### src/rtl/dbg_sb_pkg.sv
// Shared types and bus field widths for the debug system-bus masters.
package dbg_sb_pkg;

    localparam int BURST_W_DEF = 8;
    localparam int SB_AD_W     = 32;
    localparam int SB_BE_W     = 4;
    localparam int SB_BSZ_W    = 8;

    typedef enum logic [2:0] {
        ST_IDLE,
        ST_REQ,
        ST_BEGIN,
        ST_WRITE,
        ST_READ,
        ST_END,
        ST_ABORT
    } sb_state_e;

endpackage

### src/rtl/dbg_sb_watchdog.sv
// Progress watchdog: counts enabled cycles since the last clear and flags
// expiry once TIMEOUT_CYCLES have elapsed; saturates until cleared.
module dbg_sb_watchdog #(
    parameter int TIMEOUT_CYCLES = 1024
) (
    input  logic clk_i,
    input  logic rst_n_i,
    input  logic clear_i,
    input  logic enable_i,
    output logic expired_o
);

    localparam int CNT_W = $clog2(TIMEOUT_CYCLES + 1);
    localparam logic [CNT_W-1:0] CNT_MAX = CNT_W'(TIMEOUT_CYCLES);

    logic [CNT_W-1:0] count_d, count_q;

    // Clear has priority over counting; counter holds at the limit.
    always_comb begin
        count_d = count_q;
        if (clear_i) begin
            count_d = '0;
        end else if (enable_i && (count_q != CNT_MAX)) begin
            count_d = count_q + CNT_W'(1);
        end
    end

    // Counter register.
    always_ff @(posedge clk_i or negedge rst_n_i) begin
        if (!rst_n_i) count_q <= '0;
        else          count_q <= count_d;
    end

    assign expired_o = (count_q == CNT_MAX);

endmodule

### src/rtl/dbg_sb_master.sv
// Debug system-bus master: one burst command at a time, bus arbitration,
// begin/data/end sequencing, completion / error / timeout reporting.
//
// state    | meaning
// ---------+-----------------------------------------------------------
// IDLE     | ready for a command, bus outputs quiet
// REQ      | requesting the bus, waiting for grant
// BEGIN    | one cycle: address, burst size, byte enables, direction
// WRITE    | streaming write words, holding a word while slave is busy
// READ     | collecting read beats until the slave ends the transfer
// END      | one cycle: end-of-transaction strobe
// ABORT    | one cycle: bus error or watchdog, end strobe if bus owned
module dbg_sb_master
    import dbg_sb_pkg::*;
#(
    parameter int TIMEOUT_CYCLES = 1024,
    parameter int BURST_W        = BURST_W_DEF
) (
    input  logic                sb_clock_i,
    input  logic                sb_reset_n_i,
    input  logic                cmd_valid_i,
    output logic                cmd_ready_o,
    input  logic                cmd_write_i,
    input  logic [31:0]         cmd_address_i,
    input  logic [BURST_W-1:0]  cmd_burst_i,
    input  logic [3:0]          cmd_byte_enables_i,
    input  logic [31:0]         wdata_i,
    input  logic                wdata_valid_i,
    output logic                wdata_ready_o,
    output logic [31:0]         rdata_o,
    output logic                rdata_valid_o,
    output logic                done_o,
    output logic                error_o,
    output logic                sb_request_o,
    input  logic                sb_grant_i,
    output logic [31:0]         sb_address_data_o,
    output logic [3:0]          sb_byte_enables_o,
    output logic [7:0]          sb_burst_size_o,
    output logic                sb_read_n_write_o,
    output logic                sb_begin_transaction_o,
    output logic                sb_end_transaction_o,
    output logic                sb_data_valid_o,
    input  logic [31:0]         sb_address_data_i,
    input  logic                sb_end_transaction_i,
    input  logic                sb_data_valid_i,
    input  logic                sb_busy_i,
    input  logic                sb_error_i
);

    localparam int CW = BURST_W + 1;
    localparam logic [CW-1:0] ONE = CW'(1);

    sb_state_e              state_d, state_q;
    logic                   write_d, write_q;
    logic [SB_AD_W-1:0]     addr_d, addr_q;
    logic [BURST_W-1:0]     burst_d, burst_q;
    logic [SB_BE_W-1:0]     cmd_be_d, cmd_be_q;
    logic [CW-1:0]          beats_left_d, beats_left_q;
    logic [CW-1:0]          words_left_d, words_left_q;
    logic                   cmd_ready_d, cmd_ready_q;
    logic                   request_d, request_q;
    logic                   begin_d, begin_q;
    logic                   end_d, end_q;
    logic [SB_AD_W-1:0]     ad_d, ad_q;
    logic [SB_BE_W-1:0]     be_d, be_q;
    logic [SB_BSZ_W-1:0]    bsz_d, bsz_q;
    logic                   rnw_d, rnw_q;
    logic                   dv_d, dv_q;
    logic                   done_d, done_q;
    logic                   error_d, error_q;
    logic [31:0]            rdata_d, rdata_q;
    logic                   rdata_valid_d, rdata_valid_q;

    logic wd_clear, wd_enable, wd_expired;
    logic beat_accept, read_beat, wdata_load;

    dbg_sb_watchdog #(.TIMEOUT_CYCLES(TIMEOUT_CYCLES)) u_watchdog (
        .clk_i     (sb_clock_i),
        .rst_n_i   (sb_reset_n_i),
        .clear_i   (wd_clear),
        .enable_i  (wd_enable),
        .expired_o (wd_expired)
    );

    // Next word may be loaded whenever the output slot is free or draining.
    assign wdata_ready_o = ((state_q == ST_BEGIN) || (state_q == ST_WRITE)) && write_q &&
                           (words_left_q != '0) && (!dv_q || !sb_busy_i);
    assign wdata_load  = wdata_ready_o && wdata_valid_i;
    assign beat_accept = (state_q == ST_WRITE) && dv_q && !sb_busy_i;
    assign read_beat   = (state_q == ST_READ) && sb_data_valid_i && (beats_left_q != '0);

    // Next-state, command latch, beat counting, status pulses, read capture.
    always_comb begin
        state_d       = state_q;
        write_d       = write_q;
        addr_d        = addr_q;
        burst_d       = burst_q;
        cmd_be_d      = cmd_be_q;
        beats_left_d  = beats_left_q;
        words_left_d  = words_left_q;
        done_d        = 1'b0;
        error_d       = 1'b0;
        rdata_d       = '0;
        rdata_valid_d = 1'b0;
        wd_clear      = 1'b0;
        wd_enable     = 1'b0;
        case (state_q)
            ST_IDLE: begin
                if (cmd_valid_i && cmd_ready_q) begin
                    write_d      = cmd_write_i;
                    addr_d       = cmd_address_i;
                    burst_d      = cmd_burst_i;
                    cmd_be_d     = cmd_byte_enables_i;
                    beats_left_d = CW'(cmd_burst_i) + ONE;
                    words_left_d = CW'(cmd_burst_i) + ONE;
                    wd_clear     = 1'b1;
                    state_d      = ST_REQ;
                end
            end
            ST_REQ: begin
                wd_enable = 1'b1;
                if (sb_grant_i) begin
                    wd_clear = 1'b1;
                    state_d  = ST_BEGIN;
                end else if (wd_expired) begin
                    state_d = ST_ABORT;
                end
            end
            ST_BEGIN: begin
                if (sb_error_i) state_d = ST_ABORT;
                else            state_d = write_q ? ST_WRITE : ST_READ;
            end
            ST_WRITE: begin
                wd_enable = 1'b1;
                if (beat_accept) begin
                    beats_left_d = beats_left_q - ONE;
                    wd_clear     = 1'b1;
                end
                if (sb_error_i)                                state_d = ST_ABORT;
                else if (beat_accept && beats_left_q == ONE)   state_d = ST_END;
                else if (!beat_accept && wd_expired)           state_d = ST_ABORT;
            end
            ST_READ: begin
                wd_enable = 1'b1;
                if (read_beat) begin
                    beats_left_d = beats_left_q - ONE;
                    wd_clear     = 1'b1;
                    if (!sb_error_i) begin
                        rdata_d       = sb_address_data_i;
                        rdata_valid_d = 1'b1;
                    end
                end
                if (sb_error_i) begin
                    state_d = ST_ABORT;
                end else if (sb_end_transaction_i) begin
                    state_d = ST_IDLE;
                    // A slave ending early is a short read.
                    if (beats_left_d == '0) done_d  = 1'b1;
                    else                    error_d = 1'b1;
                end else if (!read_beat && wd_expired) begin
                    state_d = ST_ABORT;
                end
            end
            ST_END: begin
                if (sb_error_i) begin
                    state_d = ST_ABORT;
                end else begin
                    state_d = ST_IDLE;
                    done_d  = 1'b1;
                end
            end
            ST_ABORT: begin
                state_d = ST_IDLE;
                error_d = 1'b1;
            end
            default: state_d = ST_IDLE;
        endcase
        if (wdata_load) words_left_d = words_left_q - ONE;
    end

    // Bus and handshake outputs decoded from the state being entered, so
    // every bus output is a flop and is quiet whenever the bus is not owned.
    always_comb begin
        cmd_ready_d = 1'b0;
        request_d   = 1'b0;
        begin_d     = 1'b0;
        end_d       = 1'b0;
        ad_d        = '0;
        be_d        = '0;
        bsz_d       = '0;
        rnw_d       = 1'b0;
        dv_d        = 1'b0;
        case (state_d)
            ST_IDLE: cmd_ready_d = 1'b1;
            ST_REQ, ST_READ: request_d = 1'b1;
            ST_BEGIN: begin
                request_d = 1'b1;
                begin_d   = 1'b1;
                ad_d      = addr_q;
                be_d      = cmd_be_q;
                bsz_d     = SB_BSZ_W'(burst_q);
                rnw_d     = !write_q;
            end
            ST_WRITE: begin
                request_d = 1'b1;
                if (wdata_load) begin
                    ad_d = wdata_i;
                    dv_d = 1'b1;
                end else if (dv_q && sb_busy_i) begin
                    ad_d = ad_q;
                    dv_d = 1'b1;
                end
            end
            ST_END: begin
                request_d = 1'b1;
                end_d     = 1'b1;
            end
            ST_ABORT: end_d = (state_q != ST_REQ);
            default: ;
        endcase
    end

    // State, command and output registers.
    always_ff @(posedge sb_clock_i or negedge sb_reset_n_i) begin
        if (!sb_reset_n_i) begin
            state_q       <= ST_IDLE;
            write_q       <= 1'b0;
            addr_q        <= '0;
            burst_q       <= '0;
            cmd_be_q      <= '0;
            beats_left_q  <= '0;
            words_left_q  <= '0;
            cmd_ready_q   <= 1'b0;
            request_q     <= 1'b0;
            begin_q       <= 1'b0;
            end_q         <= 1'b0;
            ad_q          <= '0;
            be_q          <= '0;
            bsz_q         <= '0;
            rnw_q         <= 1'b0;
            dv_q          <= 1'b0;
            done_q        <= 1'b0;
            error_q       <= 1'b0;
            rdata_q       <= '0;
            rdata_valid_q <= 1'b0;
        end else begin
            state_q       <= state_d;
            write_q       <= write_d;
            addr_q        <= addr_d;
            burst_q       <= burst_d;
            cmd_be_q      <= cmd_be_d;
            beats_left_q  <= beats_left_d;
            words_left_q  <= words_left_d;
            cmd_ready_q   <= cmd_ready_d;
            request_q     <= request_d;
            begin_q       <= begin_d;
            end_q         <= end_d;
            ad_q          <= ad_d;
            be_q          <= be_d;
            bsz_q         <= bsz_d;
            rnw_q         <= rnw_d;
            dv_q          <= dv_d;
            done_q        <= done_d;
            error_q       <= error_d;
            rdata_q       <= rdata_d;
            rdata_valid_q <= rdata_valid_d;
        end
    end

    assign cmd_ready_o            = cmd_ready_q;
    assign sb_request_o           = request_q;
    assign sb_begin_transaction_o = begin_q;
    assign sb_end_transaction_o   = end_q;
    assign sb_address_data_o      = ad_q;
    assign sb_byte_enables_o      = be_q;
    assign sb_burst_size_o        = bsz_q;
    assign sb_read_n_write_o      = rnw_q;
    assign sb_data_valid_o        = dv_q;
    assign done_o                 = done_q;
    assign error_o                = error_q;
    assign rdata_o                = rdata_q;
    assign rdata_valid_o          = rdata_valid_q;

endmodule

### config.mk
export PLATFORM = sky130hd
export DESIGN_NAME = dbg_sb_master
export DESIGN_NICKNAME = d
export VERILOG_FILES = /design/src/rtl/dbg_sb_pkg.sv /design/src/rtl/dbg_sb_watchdog.sv /design/src/rtl/dbg_sb_master.sv
export SDC_FILE = /design/constraint.sdc
export NUM_CORES = 1
export LEC_CHECK = 0
export CAP_MARGIN = 30
export CORE_UTILIZATION = 40
export CTS_CLUSTER_SIZE = 10
export DETAILED_ROUTE_END_ITERATION = 10
export PLACE_DENSITY = 0.74
export SYNTH_ARGS = -nofsm -noshare
export SYNTH_HDL_FRONTEND = slang
export SYNTH_SLANG_ARGS = --single-unit
### constraint.sdc
create_clock -name sb_clock_i -period 2.8 [get_ports sb_clock_i]
set_clock_uncertainty 0.2 [all_clocks]
set_input_delay 0.28 -clock sb_clock_i [delete_from_list [all_inputs] [get_ports sb_clock_i]]
set_output_delay 0.28 -clock sb_clock_i [all_outputs]
set_load 0.1 [all_outputs]
==> results.yml <==
outcome:
  status: "finished, violations left"
  violations: "design-rule violations"
cts:
  tritoncts: "yes"
  numCtsBuffers: 17
  cts_root_buf: "clkbuf_16"
  clk_pin_slew_worst_paths_ns: 0.07
  cts_max_level: 4
  insertion_delay_ns: 0.43
  clockBufferDepth: 2
  clock_sink_count: 162
sta:
  max_clock_freq_mhz: 375.2
  worst_slew_pin_slew_ns: 0.6618
  drv_slew: 0
  holdWs_ns: 0.1714
  setup_ws_ns: 0.1347
  timing.final.hold_violations: 0
  rsz0062_at_grt: "false"
  setup_tns_ns: 0
  max_slew_margin_pct: 55.88
  finalSetupViolCount: 0
  period_minus_slack_ns: 2.665
  min_period_over_period_pct: 95.19
placement:
  dp_worst_setup_slack_ns: 0.1955
  place_congestion: 0.9117
  postPlaceCellArea_um2: 9618
  hpwl_um: 13420
  portBuffers: 203
routing:
  num_vias: 6266
  routed_wl_um: 19360
  first_iter_violations: 457
  detail_route.wl_per_cell_um: 16.23
  dr.pass1.iters: 11
  postRouteAntennaNets: 0
  drcViolationCount: 17
  vias_per_cell: 5.252
min_path:
  min_path_type: "in2reg"
  hold_path_startpoint: "cmd_address_i[18]"
pwr:
  p_sw_w: 0.005322
  p_per_area_nw_per_um2: 1085
  switching_share_pct: 47.80
  p_leak_nw: 4.839
  seq_power_share_pct: 32.2
  internal_power_w: 0.005813
  vdd_drop_max_uv: 808.7
  combinationalPowerShare_pct: 47.0
  power_frac_clock_pct: 20.8
synth:
  yosysTopAreaCellShare_pct: 54.19
  synth_mux_area_share_pct: 0.4014
  synth_cells: 750
  synth.yosys.seq_area_share_pct: 54.19
  synthAdderAreaFrac_pct: 1.171
  ys_seq_elements: 162
  synth_cell_types: 73
  synth-edff-count: 0
  yosys.area.top_type: "dfrtp_1"
  synth_nets: 875
  yosysWarningCount: 0
  syn_area_per_cell_um2: 9.975
  synth_xor_xnor_area_share_pct: 2.342
  yosys.area_share.simple_pct: 22.51
  synth_top_family_by_area: "simple AND/OR/NAND/NOR gates"
  netlist_top_cells_area: "dfrtp_1, nand2_1, a211oi_2"
  synthArstFlopShare_pct: 100.0
  synthFlopType: "dfrtp_1"
  syn_area_um2: 7481
  synth_compound_area_share_pct: 15.50
setup_path:
  regToRegStartpoint: "u_watchdog.count_q[0]"
  crit_type: "reg2out"
  arrival_ns: 2.19
  start_kind: "flop"
  startpoint: "words_left_q[0]"
  end_kind: "output port"
  critPathMaxFanout: 5
  worst_ep_required_time_ns: 2.32
layout:
  num_antenna_cells: 0
  fin_nets: 1076
  drive_above_1_share_pct: 19.61
  fin_area_um2: 10260
  area_delta_synth_final_pct: 37.15
  post-route-util_pct: 56.54
floorplan:
  die_height_um: 138.8
  dieArea_um2: 19250
  die_x_um: 138.8
  ios: 204
  initial_utilization_pct: 41.22
  core_area_um2: 18150
  num_rows: 49
job:
  drv_cap: 0
global_routing:
  gr-total-overflow: 0
  grt_use_total_pct: 20.79
  grt_antenna_before_repair: 0
  grt_pass1_vias: 6194
  grt_first_pass_wirelength_um: 31890
  grt_max_degree: 70
-- stage by stage --
stage	total power, W	std cells
CTS	0.01120	1189
global route	0.01176	1193
detailed placement	0.008843	1156
floorplan	0.007504	750
finish	0.01114	1193
global placement	0.008765	1156
-- repair_timing --
action	4_1_cts	5_1_grt
gates resized for setup	1	1
pin swaps	1	2
hold endpoints to repair	65	0
setup endpoints to repair	1	2
buffers inserted	0	4
hold buffers	1	0
-- cell type report --
cell class / instances / area [µm²]
Fill cell: 1606 / 7888
Sequential cell: 162 / 4054
Multi-Input combinational cell: 525 / 3176
Timing Repair Buffer: 229 / 2091
Clock buffer: 19 / 452.9
Tap cell: 229 / 286.5
Clock inverter: 13 / 140.1
Inverter: 16 / 60.06
-- cells by family (layout without fill, tap and decap cells) --
kind of cell / count (synthesis) / in the layout
buffers and inverters: 63 / 277
xor gates and xnor gates: 20 / 20
adders and majority gates: 7 / 7
DFF: 162 / 162
and+or+nand+nor: 356 / 356
AOI/OAI and AO/OA: 139 / 139
muxes: 3 / 3
-- registers in the layout (all words and copies together), names as in the netlist, 3 cells and up --
signal	flops
cmd_be_q	4
u_watchdog.count_q	11
state_q	3
addr_q	32
rdata_o	32
sb_byte_enables_o	4
words_left_q	9
beats_left_q	9
sb_burst_size_o	8
sb_address_data_o	32
burst_q	8
-- path summary, 6_finish.rpt --
| check | end | slack, ns | cells after the start |
|---|---|---|---|
| max | wdata_ready_o | 0.13 | 7 |
| min | addr_q[18] | 0.17 | 3 |
| max reg2reg | sb_request_o | 0.24 | 9 |
| min reg2reg | burst_q[6] | 0.27 | 2 |
| max in group asynchronous | addr_q[3] | 1.45 | 3 |
| min in group asynchronous | sb_burst_size_o[6] | 0.24 | 2 |
-- per-layer routing --
metal	up-vias	track usage, %	routed length, µm
li1	3013	-	-
met1	2995	27.58	8526
met2	221	33.21	9056
met3	37	5.145	1296
met4	0	7.368	479
met5	-	0	0
-- cell usage in the layout, fill, tap and decap left out, types with 4 or more instances in the layout --
master	instances
and3_1	36
ha_1	7
nand2_1	163
inv_1	16
o21ai_0	18
a21oi_1	12
buf_12	6
a22oi_1	34
dfrtp_1	162
xor2_1	12
or3_1	4
nand4_1	8
inv_6	4
nor3_1	11
xnor2_1	8
nor2_1	73
a211oi_2	28
buf_4	105
clkbuf_16	17
nand3_1	15
a211oi_1	4
and2_1	13
clkdlybuf4s50_1	116
-- critical path, stage by stage, from the launching register on --
cell and delay, ns:
dfrtp_1 0.41, inv_1 0.07, ha_1 0.21, or3b_4 0.44, nor3_4 0.25, buf_4 0.17, nor3_4 0.05, buf_12 0.17
-- Yosys cell counts (all sizes together), types with 4 or more instances --
library cell  instances
a211oi               32
a21oi                12
a22oi                34
and2                 13
and3                 36
and4                  4
buf                  17
clkbuf               30
dfrtp               162
ha                    7
inv                  16
nand2               163
nand2b                4
nand3                15
nand4                 8
nor2                 74
nor3                 15
nor4                  4
o21ai                19
or3                   4
xnor2                 8
xor2                 12
-- power by group through the flow --
| stage | Clock (W) | Sequential [W] | Combinational [W] |
|---|---|---|---|
| after floorplan | 0 | 0.00532 | 0.00218 |
| after global placement | 0 | 0.00360 | 0.00516 |
| after detailed placement | 0 | 0.00361 | 0.00524 |
| after CTS | 0.00237 | 0.00358 | 0.00526 |
| after global routing | 0.00248 | 0.00368 | 0.00559 |
| final | 0.00232 | 0.00359 | 0.00523 |
Note: power is estimated with default switching activity, not from simulation.
